--- config.mk ---
export PLATFORM = sky130hd
export DESIGN_NAME = hdlc_rx_arb
export DESIGN_NICKNAME = d
export VERILOG_FILES = /design/src/rtl/hdlc_rx_arb_pkg.sv /design/src/rtl/hdlc_rx_arb_fifo.sv /design/src/rtl/hdlc_rx_arb.sv
export SDC_FILE = /design/constraint.sdc
export NUM_CORES = 1
export LEC_CHECK = 0
export CAP_MARGIN = 20
export CORE_MARGIN = 1.5
export CORE_UTILIZATION = 55
export CTS_BUF_LIST = sky130_fd_sc_hd__clkbuf_4
export CTS_CLUSTER_DIAMETER = 30
export DETAILED_ROUTE_END_ITERATION = 7
export GPL_TIMING_DRIVEN = 0
export PLACE_DENSITY = 0.71
export SLEW_MARGIN = 30
export SYNTH_ARGS = -nofsm -noshare
export SYNTH_HDL_FRONTEND = slang
export SYNTH_SLANG_ARGS = --single-unit
--- constraint.sdc ---
create_clock -name clk -period 2.74 [get_ports clk]
set_clock_uncertainty 0.2 [all_clocks]
set_input_delay 0.411 -clock clk [delete_from_list [all_inputs] [get_ports clk]]
set_output_delay 0.411 -clock clk [all_outputs]
set_load 0.05 [all_outputs]
--- src/rtl/hdlc_rx_arb_pkg.sv ---
// Shared constants, entry layout and arbiter state encoding for the HDLC receive arbiter.
// Each FIFO entry is {abort, last, data}.
package hdlc_rx_arb_pkg;

    localparam int FIFO_DEPTH_DEF = 64;
    localparam int ENTRY_W        = 10;
    localparam int ABORT_BIT      = 9;
    localparam int LAST_BIT       = 8;

    typedef enum logic [1:0] {
        IDLE   = 2'd0,
        GRANT0 = 2'd1,
        GRANT1 = 2'd2
    } arb_state_t;

    function automatic logic [ENTRY_W-1:0] make_entry(input logic abort,
                                                      input logic last,
                                                      input logic [7:0] data);
        return {abort, last, data};
    endfunction

endpackage

--- src/rtl/hdlc_rx_arb_fifo.sv ---
// Synchronous first-word-fall-through byte FIFO with a registered head entry.
// A write to a full FIFO is dropped even when a read happens in the same cycle.
module hdlc_byte_fifo
    import hdlc_rx_arb_pkg::*;
#(
    parameter int DEPTH = FIFO_DEPTH_DEF,
    parameter int W     = ENTRY_W
) (
    input  logic         clk,
    input  logic         rstn,
    input  logic         wr_en,
    input  logic [W-1:0] wr_data,
    input  logic         rd_en,
    output logic [W-1:0] head,
    output logic         full,
    output logic         empty
);

    localparam int AW = $clog2(DEPTH);
    localparam int CW = AW + 1;

    logic [W-1:0]  mem [DEPTH];
    logic [AW-1:0] wr_ptr;
    logic [AW-1:0] rd_ptr;
    logic [AW-1:0] rd_ptr_nxt;
    logic [CW-1:0] count;
    logic          do_wr;
    logic          do_rd;

    assign full       = (count == CW'(DEPTH));
    assign empty      = (count == '0);
    assign do_wr      = wr_en && !full;
    assign do_rd      = rd_en && !empty;
    assign rd_ptr_nxt = rd_ptr + 1'b1;

    always_ff @(posedge clk) begin
        if (do_wr) begin
            mem[wr_ptr] <= wr_data;
        end
    end

    // The head is loaded from the write port when the incoming entry becomes the oldest one.
    always_ff @(posedge clk or negedge rstn) begin
        if (!rstn) begin
            wr_ptr <= '0;
            rd_ptr <= '0;
            count  <= '0;
            head   <= '0;
        end else begin
            if (do_wr) begin
                wr_ptr <= wr_ptr + 1'b1;
            end
            if (do_rd) begin
                rd_ptr <= rd_ptr_nxt;
            end
            case ({do_wr, do_rd})
                2'b10:   count <= count + 1'b1;
                2'b01:   count <= count - 1'b1;
                default: count <= count;
            endcase
            if (do_wr && (count == '0 || (do_rd && count == CW'(1)))) begin
                head <= wr_data;
            end else if (do_rd && count > CW'(1)) begin
                head <= mem[rd_ptr_nxt];
            end
        end
    end

endmodule

--- src/rtl/hdlc_rx_arb.sv ---
// Merges two HDLC receiver byte streams into one frame-atomic stream with
// round-robin arbitration, per-channel overflow flags and a completed-frame counter.
module hdlc_rx_arb
    import hdlc_rx_arb_pkg::*;
#(
    parameter int FIFO_DEPTH = FIFO_DEPTH_DEF
) (
    input  logic        clk,
    input  logic        rstn,
    input  logic        ch0_tvalid,
    input  logic [7:0]  ch0_tdata,
    input  logic        ch0_tlast,
    input  logic        ch0_finish,
    input  logic        ch1_tvalid,
    input  logic [7:0]  ch1_tdata,
    input  logic        ch1_tlast,
    input  logic        ch1_finish,
    output logic        m_tvalid,
    input  logic        m_tready,
    output logic [7:0]  m_tdata,
    output logic        m_tlast,
    output logic [1:0]  m_tuser,
    output logic [1:0]  ovf,
    input  logic        clr_ovf,
    output logic [15:0] frame_cnt
);

    logic [1:0]         in_valid;
    logic [1:0]         in_last;
    logic [1:0]         in_finish;
    logic [7:0]         in_data    [2];
    logic [1:0]         fifo_wr;
    logic [1:0]         fifo_rd;
    logic [1:0]         fifo_full;
    logic [1:0]         fifo_empty;
    logic [1:0]         ovf_set;
    logic [ENTRY_W-1:0] fifo_wdata [2];
    logic [ENTRY_W-1:0] fifo_head  [2];

    arb_state_t state_q;
    arb_state_t state_d;
    logic       last_srv_q;
    logic       sel;
    logic       frame_done;

    assign in_valid   = {ch1_tvalid, ch0_tvalid};
    assign in_last    = {ch1_tlast, ch0_tlast};
    assign in_finish  = {ch1_finish, ch0_finish};
    assign in_data[0] = ch0_tdata;
    assign in_data[1] = ch1_tdata;

    for (genvar g = 0; g < 2; g++) begin : g_ch
        logic open_q;
        logic pend_q;
        logic abort_now;

        assign abort_now     = !in_valid[g] && (pend_q || (in_finish[g] && open_q));
        assign fifo_wr[g]    = in_valid[g] || abort_now;
        assign fifo_wdata[g] = in_valid[g] ? make_entry(1'b0, in_last[g], in_data[g])
                                           : make_entry(1'b1, 1'b1, 8'h00);
        assign ovf_set[g]    = fifo_wr[g] && fifo_full[g];

        // A finish that collides with a byte is deferred; it keeps retrying until it fits in the FIFO.
        always_ff @(posedge clk or negedge rstn) begin
            if (!rstn) begin
                open_q <= 1'b0;
                pend_q <= 1'b0;
            end else if (in_valid[g]) begin
                pend_q <= !in_last[g] && (in_finish[g] || pend_q);
                if (!fifo_full[g]) begin
                    open_q <= !in_last[g];
                end
            end else if (abort_now && !fifo_full[g]) begin
                open_q <= 1'b0;
                pend_q <= 1'b0;
            end
        end

        hdlc_byte_fifo #(
            .DEPTH (FIFO_DEPTH),
            .W     (ENTRY_W)
        ) u_fifo (
            .clk     (clk),
            .rstn    (rstn),
            .wr_en   (fifo_wr[g]),
            .wr_data (fifo_wdata[g]),
            .rd_en   (fifo_rd[g]),
            .head    (fifo_head[g]),
            .full    (fifo_full[g]),
            .empty   (fifo_empty[g])
        );
    end

    always_ff @(posedge clk or negedge rstn) begin
        if (!rstn) begin
            ovf <= 2'b00;
        end else if (clr_ovf) begin
            ovf <= ovf_set;
        end else begin
            ovf <= ovf | ovf_set;
        end
    end

    always_ff @(posedge clk or negedge rstn) begin
        if (!rstn) begin
            state_q    <= IDLE;
            last_srv_q <= 1'b1;
            frame_cnt  <= '0;
        end else begin
            state_q <= state_d;
            if (frame_done) begin
                last_srv_q <= sel;
                frame_cnt  <= frame_cnt + 1'b1;
            end
        end
    end

    // The grant stays on one channel until its tlast beat is accepted, even if that FIFO runs dry.
    always_comb begin
        state_d    = state_q;
        sel        = 1'b0;
        m_tvalid   = 1'b0;
        m_tdata    = 8'h00;
        m_tlast    = 1'b0;
        m_tuser    = 2'b00;
        fifo_rd    = 2'b00;
        frame_done = 1'b0;
        case (state_q)
            IDLE: begin
                if (!fifo_empty[0] && !fifo_empty[1]) begin
                    state_d = last_srv_q ? GRANT0 : GRANT1;
                end else if (!fifo_empty[0]) begin
                    state_d = GRANT0;
                end else if (!fifo_empty[1]) begin
                    state_d = GRANT1;
                end
            end
            GRANT0, GRANT1: begin
                sel      = (state_q == GRANT1);
                m_tvalid = !fifo_empty[sel];
                m_tdata  = fifo_head[sel][7:0];
                m_tlast  = fifo_head[sel][LAST_BIT];
                m_tuser  = {fifo_head[sel][ABORT_BIT], sel};
                if (m_tvalid && m_tready) begin
                    fifo_rd = sel ? 2'b10 : 2'b01;
                    if (m_tlast) begin
                        frame_done = 1'b1;
                        state_d    = IDLE;
                    end
                end
            end
            default: state_d = IDLE;
        endcase
    end

endmodule

==> results.md <==
* Crit end category: output pin
* Placed instance area at 56700 um2
* Vias in the first global route at 32122
* Hold Slack at 0.168 ns
* Min-Delay Path Class: primary input to flop
* Pre-CTS setup slack at -2.12 ns
* Port Buffer Count at 55
* TritonCTS Buffers at 359
* CTS sink cnt at roughly 1400
* Largest net degree at the start of global routing at between 60 and 70
* Die width at 316 um
* Unique cell type count in the Yosys netlist at 61
* RSZ-0062 raised after global routing: yes
* CP max FO at 6
* Tcrit/Tclk final at 119%
* Row count at 114
* Initial antenna violation count at 2
* Static Leakage at 23.3 nW
* EDFF count, synth at about 1300
* Area added between synthesis and finish at 27.5%
* Final hold viol count at 0
* Seq pwr share at 32.6%
* GRT Util Overall at 29.0%
* Fraction of layout cells with a size suffix above 1 at 44.0%
* Register area share after synthesis at ~75%
* Post-Syn Area per Cell at 18.9 um2
* Worst-skew pair later-pin latency at 1.22 ns
* Drt drc at 0
* Fin. max-slew vios at 0
* Clock power share at 22.2%
* Asr flop ratio synth at 6.09%
* GRT Residual Overflow at 0
* Power share of the combinational group at 45.2%
* NumNets Final at 3685
* Mapped Cells at 2848
* WP data arrival at ~2.7 ns
* Worst-path cell chain: nor4_4 > nand3_4 > o211a_1 > buf_6
* Hold path cells at 3
* Outcome: finished, violations left
* CP max stage cell: dfrtp_2
* Synth Register Bits at 1363
* CP Data Required Time at between 2 and 2.5 ns
* I/O pins at 56
* Setup WS post-layout at -0.531 ns
* Sw Ratio at 37.2%
* Failing checks: setup timing
* Psw at 28.5 mW
* Core area at around 97000 um2
* CTS tree: yes
* Final setup fails at around 790
* H-tree depth at 5
* Startpoint Class: flop
* Placed cell count at between 4000 and 5000
* First-pass DRT Iterations at 7
* Root buffer cell: clkbuf_4
* Yosys warnings at 0
* Detailed Route Iter0 Violations at between 3000 and 4000
* Fmax achieved at 306 MHz
* Most frequent cells in the layout: 1280 x edfxtp_1, 520 x clkbuf_4, 320 x mux4_2
* Routed wire length at 154 mm
* Hpwl dp at 86.9 mm
* VDD IR max at around 0.00071 V
* Mapped cell area at between 50000 and 60000 um2
* Die area at 100000 um2
* Starting Density at 55.6%
* First-pass GRT wire length at 208 mm
* Final GP Congestion at around 0.96
* Actual slew at the worst max-slew pin at 1.26 ns
* Fillers at 5706
* CTS clk-pin slew, worst paths at around 0.06 ns
* Routed len/inst at about 30 um
* Final antenna-violating net count at 0
* Main flop type after synthesis: edfxtp_1
* Final instance area at 68800 um2
* Clock Tree Buf Depth at 4
* Maxcap violations at 0
* FF-to-FF path depth at 16
* Setup tns final at -147.59 ns
* Min Clock Period, post-route at 3.27 ns
* Crit Path Category: flop to output pin
* Vias per cell at between 6 and 7
* Cell Count, Final, Fillers Out at 5160
* Slew HR at 15.7%
* PD cells at 1110 nW/um2
* Die height at about 320 um
* DR vias at 32495
* Most common cell after layout, fill and taps aside: edfxtp_1
* Pint at ~48 mW
* Max stage delay on crit path at roughly 0.46 ns
* Syn_nets at 2889
critical path: cells and delay by family (launching register included):
family	cells	cell delay [ns]
buf+inv	1	0.15
simple gates	2	0.60
flops	1	0.46
compound gates	1	0.27
power groups by stage:
stage                     sequential, mW  combinational (mW)  clock (mW)
after floorplan                     25.0                16.5           0
after detailed placement            25.2                24.8           0
final                               24.9                34.6        16.9
after global placement              25.1                24.4           0
after global routing                25.0                35.6        18.2
after CTS                           24.8                29.5        17.0
per-stage QoR:
step,power (mW),utilization [%]
after floorplan,41.5,-
after global placement,49.5,58.0
after detailed placement,50.0,58.5
after CTS,71.3,67.8
after global routing,78.8,70.9
final,76.5,70.9
metal layers:
| layer | GRT usage [%] | part of all wire (%) | vias to the layer above |
|---|---|---|---|
| met5 | 0 | 0 | - |
| met4 | 15.7 | 6.8 | 0 |
| met3 | 7.14 | 10 | 571 |
| met2 | 47.4 | 49 | 2239 |
| met1 | 36.0 | 34 | 16426 |
| li1 | - | - | 13259 |
cell usage after synthesis, types with 16 or more instances:
library cell	n	area [um2]
nand2_1	308	1160
mux4_2	320	7210
edfxtp_1	1280	38400
o21ai_0	17	85.1
dfrtp_1	82	2050
mux2i_1	59	591
clkbuf_1	73	274
buf_2	58	290
a31oi_1	37	231
nand4_1	43	269
xor2_1	21	184
nor2_1	161	604
buf_1	17	63.8
nor2b_1	16	100
nand3_1	116	581
inv_1	34	128
xnor2_1	33	289
sequential cells by signal, summed over array words and instances, names as in the netlist:
name	count
g_ch.open_q	2
state_q	2
g_ch.u_fifo.count	14
g_ch.u_fifo.mem	1280
g_ch.u_fifo.wr_ptr	12
g_ch.pend_q	2
frame_cnt	16
last_srv_q	1
g_ch.u_fifo.rd_ptr	12
g_ch.u_fifo.head	20
ovf	2
cells by family after synthesis:
| family | after synthesis | synth area share, % |
|---|---|---|
| AND/OR/NAND/NOR | 711 | 5.89 |
| AO/OA/AOI/OAI | 130 | 1.71 |
| flip-flops | 1363 | 75.1 |
| adder cells (fa/ha/maj) | 15 | 0.348 |
| buffers and inverters | 188 | 1.48 |
| XOR/XNOR | 55 | 0.907 |
| multiplexers | 386 | 14.6 |
what timing repair did:
action	4_1_cts	5_1_grt
pin swaps	109	97
resized for setup	672	281
endpoints found under the hold margin	375	0
endpoints found under the setup margin	1360	992
gates cloned	5	16
buffers inserted	178	156
hold buffers	27	0
cell type report:
class                   instances  area [um2]  share of cell area, %
diodes                          8        20.0                 0.0291
plain buffers                 139        1390                   2.02
clock buffers                 503        3780                   5.49
clock inverters                90         488                  0.709
inverters                      35         163                  0.236
multi-input cells            1298       14900                   21.7
flip-flops and latches       1363       40500                   58.9
well taps                    1276        1600                   2.32
repair buffers                447        5910                   8.60
repair inverters                1        5.00                0.00728
worst paths after layout:
check                                                     from  slack, ns                                   end
max                        g_ch[0].u_fifo.count[2]$_DFFE_PN0P_      -0.53                              m_tvalid
min                                                 ch1_tvalid       0.17            g_ch[1].pend_q$_DFFE_PN0P_
max reg2reg                g_ch[1].u_fifo.count[1]$_DFFE_PN0P_      -0.46   g_ch[1].u_fifo.mem[27][7]$_DFFE_PP_
min reg2reg                          frame_cnt[15]$_DFFE_PN0P_       0.28             frame_cnt[15]$_DFFE_PN0P_
max in group asynchronous                                 rstn       1.04  g_ch[1].u_fifo.rd_ptr[0]$_DFFE_PN0P_
min in group asynchronous                                 rstn       0.57  g_ch[0].u_fifo.rd_ptr[3]$_DFFE_PN0P_
Power figures use the tool's default switching activity.
